--- src/rtl/hazard_ctl_if.sv ---
// Hazard controller port bundle: ID/EX hazard fields and memory status in,
// PC and pipeline-register controls out. Optional stall counter: HAZ_STALL_CNT_EN.
interface hazard_ctl_if #(
  parameter int CNT_WIDTH = 16
);
  logic [4:0]           rs_id_87;
  logic [4:0]           rt_id_87;
  logic                 use_rs_id_87;
  logic                 use_rt_id_87;
  logic                 mem_rd_ex_87;
  logic [4:0]           wreg_ex_87;
  logic                 branch_taken_ex_87;
  logic                 jump_ex_87;
  logic                 dmem_busy_87;
  logic                 pc_en_87;
  logic                 ifid_en_87;
  logic                 idex_en_87;
  logic                 exmem_en_87;
  logic                 memwb_en_87;
  logic                 ifid_flush_87;
  logic                 idex_flush_87;
  logic                 pc_sel_87;
  logic [1:0]           state_87;
  logic [CNT_WIDTH-1:0] stall_cnt_87;

  // Datapath side: supplies hazard information, consumes pipeline controls.
  modport master (
    output rs_id_87, rt_id_87, use_rs_id_87, use_rt_id_87, mem_rd_ex_87,
           wreg_ex_87, branch_taken_ex_87, jump_ex_87, dmem_busy_87,
    input  pc_en_87, ifid_en_87, idex_en_87, exmem_en_87, memwb_en_87,
           ifid_flush_87, idex_flush_87, pc_sel_87, state_87, stall_cnt_87
  );

  modport slave (
    input  rs_id_87, rt_id_87, use_rs_id_87, use_rt_id_87, mem_rd_ex_87,
           wreg_ex_87, branch_taken_ex_87, jump_ex_87, dmem_busy_87,
    output pc_en_87, ifid_en_87, idex_en_87, exmem_en_87, memwb_en_87,
           ifid_flush_87, idex_flush_87, pc_sel_87, state_87, stall_cnt_87
  );
endinterface

--- src/rtl/hazard_ctl.sv ---
// 5-stage pipeline hazard/stall controller; Mealy outputs, zero latency, freezes all stages on dmem_busy.
// Optional saturating stall-cycle counter enabled by HAZ_STALL_CNT_EN (port tied to 0 otherwise).
module hazard_ctl #(
  parameter int START_CYC = 2,
  parameter int CNT_WIDTH = 16
) (
  input  logic         clk_87,
  input  logic         rst_87,
  hazard_ctl_if.slave  hz
);

  typedef enum logic [1:0] {
    INIT   = 2'b00,
    RUN    = 2'b01,
    BUBBLE = 2'b10,
    WAIT   = 2'b11
  } state_t;

  state_t     state_q, state_d;
  logic [3:0] init_cnt_q, init_cnt_d;

  logic redirect;
  logic load_use;
  logic pc_en, ifid_en, idex_en, exmem_en, memwb_en;
  logic ifid_flush, idex_flush, pc_sel;

  assign redirect = hz.branch_taken_ex_87 | hz.jump_ex_87;
  assign load_use = hz.mem_rd_ex_87 && (hz.wreg_ex_87 != 5'd0) &&
                    ((hz.use_rs_id_87 && (hz.rs_id_87 == hz.wreg_ex_87)) ||
                     (hz.use_rt_id_87 && (hz.rt_id_87 == hz.wreg_ex_87)));

  always_ff @(posedge clk_87 or negedge rst_87) begin
    if (!rst_87) begin
      state_q    <= INIT;
      init_cnt_q <= 4'(START_CYC - 1);
    end else begin
      state_q    <= state_d;
      init_cnt_q <= init_cnt_d;
    end
  end

  always_comb begin
    state_d    = state_q;
    init_cnt_d = init_cnt_q;
    pc_en      = 1'b0;
    ifid_en    = 1'b0;
    idex_en    = 1'b0;
    exmem_en   = 1'b0;
    memwb_en   = 1'b0;
    ifid_flush = 1'b0;
    idex_flush = 1'b0;
    pc_sel     = 1'b0;
    case (state_q)
      INIT: begin
        ifid_flush = 1'b1;
        idex_flush = 1'b1;
        if (init_cnt_q == 4'd0) state_d = RUN;
        else                    init_cnt_d = init_cnt_q - 4'd1;
      end
      default: begin
        if (hz.dmem_busy_87) begin
          state_d = WAIT;
        end else if (redirect) begin
          {pc_en, ifid_en, idex_en, exmem_en, memwb_en} = 5'b11111;
          ifid_flush = 1'b1;
          idex_flush = 1'b1;
          pc_sel     = 1'b1;
          state_d    = RUN;
        // In BUBBLE the hazard's producer has already been separated by the bubble.
        end else if (load_use && (state_q != BUBBLE)) begin
          {idex_en, exmem_en, memwb_en} = 3'b111;
          idex_flush = 1'b1;
          state_d    = BUBBLE;
        end else begin
          {pc_en, ifid_en, idex_en, exmem_en, memwb_en} = 5'b11111;
          state_d = RUN;
        end
      end
    endcase
  end

  assign hz.pc_en_87      = pc_en;
  assign hz.ifid_en_87    = ifid_en;
  assign hz.idex_en_87    = idex_en;
  assign hz.exmem_en_87   = exmem_en;
  assign hz.memwb_en_87   = memwb_en;
  assign hz.ifid_flush_87 = ifid_flush;
  assign hz.idex_flush_87 = idex_flush;
  assign hz.pc_sel_87     = pc_sel;
  assign hz.state_87      = state_q;

`ifdef HAZ_STALL_CNT_EN
  logic [CNT_WIDTH-1:0] stall_cnt_q;

  always_ff @(posedge clk_87 or negedge rst_87) begin
    if (!rst_87) begin
      stall_cnt_q <= '0;
    end else if ((state_q != INIT) && !pc_en && !(&stall_cnt_q)) begin
      stall_cnt_q <= stall_cnt_q + {{(CNT_WIDTH-1){1'b0}}, 1'b1};
    end
  end

  assign hz.stall_cnt_87 = stall_cnt_q;
`else
  assign hz.stall_cnt_87 = '0;
`endif

endmodule

--- src/flat_wrapper.sv ---
// flat-port wrapper written by rule: the top's interface ports become plain ports
module hazard_ctl_flat 
#(
  parameter int START_CYC = 2,
  parameter int CNT_WIDTH = 16
)
  (clk_87, rst_87, hz_rs_id_87, hz_rt_id_87, hz_use_rs_id_87, hz_use_rt_id_87, hz_mem_rd_ex_87, hz_wreg_ex_87, hz_branch_taken_ex_87, hz_jump_ex_87, hz_dmem_busy_87, hz_pc_en_87, hz_ifid_en_87, hz_idex_en_87, hz_exmem_en_87, hz_memwb_en_87, hz_ifid_flush_87, hz_idex_flush_87, hz_pc_sel_87, hz_state_87, hz_stall_cnt_87);
  hazard_ctl_if #(.CNT_WIDTH(CNT_WIDTH)) hz_i ();
  input  logic clk_87;
  input  logic rst_87;
  input wire logic [$bits(hz_i.rs_id_87)-1:0] hz_rs_id_87;
  input wire logic [$bits(hz_i.rt_id_87)-1:0] hz_rt_id_87;
  input wire logic [$bits(hz_i.use_rs_id_87)-1:0] hz_use_rs_id_87;
  input wire logic [$bits(hz_i.use_rt_id_87)-1:0] hz_use_rt_id_87;
  input wire logic [$bits(hz_i.mem_rd_ex_87)-1:0] hz_mem_rd_ex_87;
  input wire logic [$bits(hz_i.wreg_ex_87)-1:0] hz_wreg_ex_87;
  input wire logic [$bits(hz_i.branch_taken_ex_87)-1:0] hz_branch_taken_ex_87;
  input wire logic [$bits(hz_i.jump_ex_87)-1:0] hz_jump_ex_87;
  input wire logic [$bits(hz_i.dmem_busy_87)-1:0] hz_dmem_busy_87;
  output wire logic [$bits(hz_i.pc_en_87)-1:0] hz_pc_en_87;
  output wire logic [$bits(hz_i.ifid_en_87)-1:0] hz_ifid_en_87;
  output wire logic [$bits(hz_i.idex_en_87)-1:0] hz_idex_en_87;
  output wire logic [$bits(hz_i.exmem_en_87)-1:0] hz_exmem_en_87;
  output wire logic [$bits(hz_i.memwb_en_87)-1:0] hz_memwb_en_87;
  output wire logic [$bits(hz_i.ifid_flush_87)-1:0] hz_ifid_flush_87;
  output wire logic [$bits(hz_i.idex_flush_87)-1:0] hz_idex_flush_87;
  output wire logic [$bits(hz_i.pc_sel_87)-1:0] hz_pc_sel_87;
  output wire logic [$bits(hz_i.state_87)-1:0] hz_state_87;
  output wire logic [$bits(hz_i.stall_cnt_87)-1:0] hz_stall_cnt_87;
  assign hz_i.rs_id_87 = hz_rs_id_87;
  assign hz_i.rt_id_87 = hz_rt_id_87;
  assign hz_i.use_rs_id_87 = hz_use_rs_id_87;
  assign hz_i.use_rt_id_87 = hz_use_rt_id_87;
  assign hz_i.mem_rd_ex_87 = hz_mem_rd_ex_87;
  assign hz_i.wreg_ex_87 = hz_wreg_ex_87;
  assign hz_i.branch_taken_ex_87 = hz_branch_taken_ex_87;
  assign hz_i.jump_ex_87 = hz_jump_ex_87;
  assign hz_i.dmem_busy_87 = hz_dmem_busy_87;
  assign hz_pc_en_87 = hz_i.pc_en_87;
  assign hz_ifid_en_87 = hz_i.ifid_en_87;
  assign hz_idex_en_87 = hz_i.idex_en_87;
  assign hz_exmem_en_87 = hz_i.exmem_en_87;
  assign hz_memwb_en_87 = hz_i.memwb_en_87;
  assign hz_ifid_flush_87 = hz_i.ifid_flush_87;
  assign hz_idex_flush_87 = hz_i.idex_flush_87;
  assign hz_pc_sel_87 = hz_i.pc_sel_87;
  assign hz_state_87 = hz_i.state_87;
  assign hz_stall_cnt_87 = hz_i.stall_cnt_87;
  hazard_ctl #(.START_CYC(START_CYC), .CNT_WIDTH(CNT_WIDTH)) u_core (.clk_87(clk_87), .rst_87(rst_87), .hz(hz_i));
endmodule
--- config.mk ---
export PLATFORM = sky130hd
export DESIGN_NAME = hazard_ctl_flat
export DESIGN_NICKNAME = d
export VERILOG_FILES = /design/src/rtl/hazard_ctl_if.sv /design/src/rtl/hazard_ctl.sv /design/src/flat_wrapper.sv
export SDC_FILE = /design/constraint.sdc
export NUM_CORES = 1
export LEC_CHECK = 0
export CAP_MARGIN = 20
export CORE_MARGIN = 3
export CORE_UTILIZATION = 35
export CTS_CLUSTER_SIZE = 14
export DETAILED_ROUTE_END_ITERATION = 8
export HOLD_SLACK_MARGIN = 0.08
export PLACE_DENSITY = 0.83
export SLEW_MARGIN = 5
export SYNTH_ARGS = -nofsm -noshare
export SYNTH_HDL_FRONTEND = slang
export SYNTH_SLANG_ARGS = --single-unit
--- constraint.sdc ---
create_clock -name clk_87 -period 4.1 [get_ports clk_87]
set_input_delay 0.615 -clock clk_87 [delete_from_list [all_inputs] [get_ports clk_87]]
set_output_delay 0.615 -clock clk_87 [all_outputs]
set_load 0.01 [all_outputs]
==> metrics.md <==
| Metric | Value |
|---|---|
| Leading area contributor after synthesis | `buf_4` |
| Kind of cell adding the most delay to the critical path | `buffers and inverters` |
| Max incr delay on CP | `~560 ps` |
| Cell total after placement | `about 120` |
| R2r startpoint | `u_core.init_cnt_q[0]` |
| Via count | `567` |
| VDD IR max | `0.0726 mV` |
| Max-Cap Viols | `0` |
| Grt total ovfl | `0` |
| Die Area | `between 2000 and 2500 um2` |
| Final worst-path cycle share | `0.789` |
| Routed WL | `between 1000 and 1500 um` |
| Clock network power share | `0.323` |
| Final Skew | `roughly 13 ps` |
| Internal Power | `roughly 130 uW` |
| Top cells by area, synth | `buf_4 (23%), dfrtp_1 (20%), xnor2_1 (17%)` |
| Fmax | `between 300 and 400 MHz` |
| P&R area growth vs syn | `45.9%` |
| Required time of the critical path | `about 3500 ps` |
| Vias in the first global route | `between 500 and 600` |
| DRT iter0 DRCs | `3` |
| Resized cells post-CTS | `0` |
| Seq/Total Area, Yosys | `0.248` |
| Startpoint Class | `input pin` |
| Wire per inst | `11.5 um` |
| GRT Util Overall | `0.135` |
| Die H | `47.8 um` |
| Power Dens Cells | `207 nW/um2` |
| Sw frac | `0.272` |
| Warnings, synthesis | `0` |
| Share of cells above drive strength 1 | `0.0571` |
| Final setup viols | `0` |
| Htree depth | `1` |
| Reg-to-reg setup timing slack | `2700 ps` |
| Start-to-end type of the worst setup path | `in -> out` |
| DR pass1 iterations | `4` |
| Port Buffers | `32` |
| Hold buffers post-CTS | `0` |
| Core area | `around 1600 um2` |
| Comb pwr share | `0.347` |
| Post-route ant nets | `0` |
| Status | `complete, no violations` |
| Initial core utilization | `0.387` |
| Yosys reg bits | `6` |
| Num ports | `49` |
| Post-CTS setup buffers | `0` |
| NumNets Final | `130` |
| Die W | `47.8 um` |
| Ant. Diodes | `0` |
| Synthesized area per cell | `8.36 um2` |
| Arrival time worst endpoint | `between 2000 and 3000 ps` |
| Antenna violations before repair | `0` |
| Post-route DRC | `0` |
| Most frequent CP cell | `clkdlybuf4s50_1` |
| CTS root buffer | `clkbuf_4` |
| Pin count of the biggest net entering global routing | `7` |
| Worst-path clk slew | `roughly 40 ps` |
| Count of cell types in the netlist | `22` |
| Sequential power share | `0.329` |
| Worst path cell trace | `clkdlybuf4s50_1 > xnor2_1 > nand4_1 > o22a_1 > o41a_2 > clkdlybuf4s50_1` |
| CP Capture Type | `primary output` |
| Fin. Hold Viols | `0` |
| Via density per instance | `4.69` |
| Reg2reg path depth | `6` |
| Slowest CP cell | `clkdlybuf4s50_1` |
| Final min period | `3230 ps` |
| Rows | `14` |
| Maximum fanout along the worst path | `3` |
| Pins Over Slew Limit | `0` |
| Hold Crit Class | `reg -> reg` |
| Commonest cells after routing, fill and taps aside | `clkdlybuf4s50_1 (32), conb_1 (16), xnor2_1 (12)` |
| Cell count after synthesis | `73` |
| Crit path buf inv count | `2` |
| Non-filler cells, final | `121` |
| Most common cell after layout, fill and taps aside | `clkdlybuf4s50_1` |
| Inserted Clock Buffers | `3` |
| CTS tree | `done` |
| Sw power | `50.1 uW` |
| Mapped cell area | `~610 um2` |
| Reg2Reg Capture Point | `u_core.init_cnt_q[3]` |
| LEAKAGE | `0.358 nW` |
| HPWL after DPL | `1220 um` |
| Placer Congestion | `0.835` |
| First-pass GRT wire length | `2080 um` |
| Synth top area share | `0.234` |
| WHS Endpoint | `u_core.init_cnt_q[0]` |
| RSZ-0062 raised after global routing | `false` |
| Clock latency on the worst-skew pair | `250 ps` |
| WHS Path Cells | `2` |
| TNS Setup | `0 ps` |
| Bufs on Longest Clock Path | `2` |
| CTS sink cnt | `6` |
| Startpoint of the worst hold path | `u_core.init_cnt_q[0]` |
## flip-flops by register name (all words and copies together) (netlist names)
name and flops:
u_core.hz.state_87 2, u_core.init_cnt_q 4
## worst max path at each step
stage | start | slack [ps] | depth (start not counted) | end
floorplan | hz_wreg_ex_87[2] | 1770 | 5 | hz_pc_en_87
global placement | hz_wreg_ex_87[1] | 860 | 6 | hz_ifid_en_87
detailed placement | hz_wreg_ex_87[1] | 860 | 6 | hz_pc_en_87
CTS | hz_wreg_ex_87[1] | 860 | 6 | hz_pc_en_87
global route | hz_wreg_ex_87[2] | 800 | 6 | hz_ifid_en_87
finish | hz_wreg_ex_87[1] | 870 | 6 | hz_pc_en_87
## final cells by class
type,count,area [um2]
multi-input combinational,59,358
clock buffer,4,26.3
tap,16,20.0
inverter,4,15.0
timing repair buffer,32,320
sequential,6,151
fill,149,686
## worst reg2reg max path: stages (launching register included)
cell and delay [ps]:
dfstp_2 520, inv_1 60, ha_1 210, inv_1 50, o31a_1 240, nand2_1 90, xnor2_1 130
## kinds of logic after synthesis
| group | share of synthesized area |
|---|---|
| XOR/XNOR | 0.172 |
| other | 0.00614 |
| buffers and inverters | 0.258 |
| AO/OA/AOI/OAI | 0.148 |
| flip-flops | 0.248 |
| adder cells (fa/ha/maj) | 0.0205 |
| AND/OR/NAND/NOR | 0.148 |
## power by group through the flow
stage	clock network, mW	logic [mW]	registers, mW
2_1_floorplan	0	0.0392	0.0617
3_3_place_gp	0	0.0636	0.0615
3_5_place_dp	0	0.0641	0.0616
4_1_cts	0.0624	0.0642	0.0607
5_1_grt	0.0661	0.0700	0.0607
6_report	0.0596	0.0640	0.0607
## synth_stat cells
cell type and n:
a21o_1 1, conb_1 1, dfrtp_1 5, xnor2_1 12, ha_1 1, o22ai_1 2
nor3_1 2, nor2_1 5, buf_4 19, o22a_1 1, o31a_1 1, dfstp_2 1
nand2b_1 1, o221ai_2 1, nand4_1 2, or4_1 2, o21ai_0 3, o41a_2 1
a21oi_1 2, nand2_1 5, nor4b_1 1, inv_1 4
## metal layers
metal  track usage  part of all wire  vias up
li1              -                 -      278
met1         0.148              0.39      261
met2         0.232              0.53       26
met3        0.0677             0.082        2
met4        0.0323            0.0043        0
met5             0                 0        -
## per-stage QoR
stage / instance area, um2 / hold WS [ps] / power, mW / setup WS (ps) / util
2_1_floorplan: 667 / 319 / 0.101 / 1770 / -
3_3_place_gp: 865 / 487 / 0.125 / 860 / 0.548
3_5_place_dp: 865 / 511 / 0.126 / 860 / 0.548
4_1_cts: 891 / 526 / 0.187 / 860 / 0.565
5_1_grt: 891 / 542 / 0.197 / 796 / 0.565
6_report: 891 / 521 / 0.184 / 867 / 0.565
(Power assumes the default switching activity.)
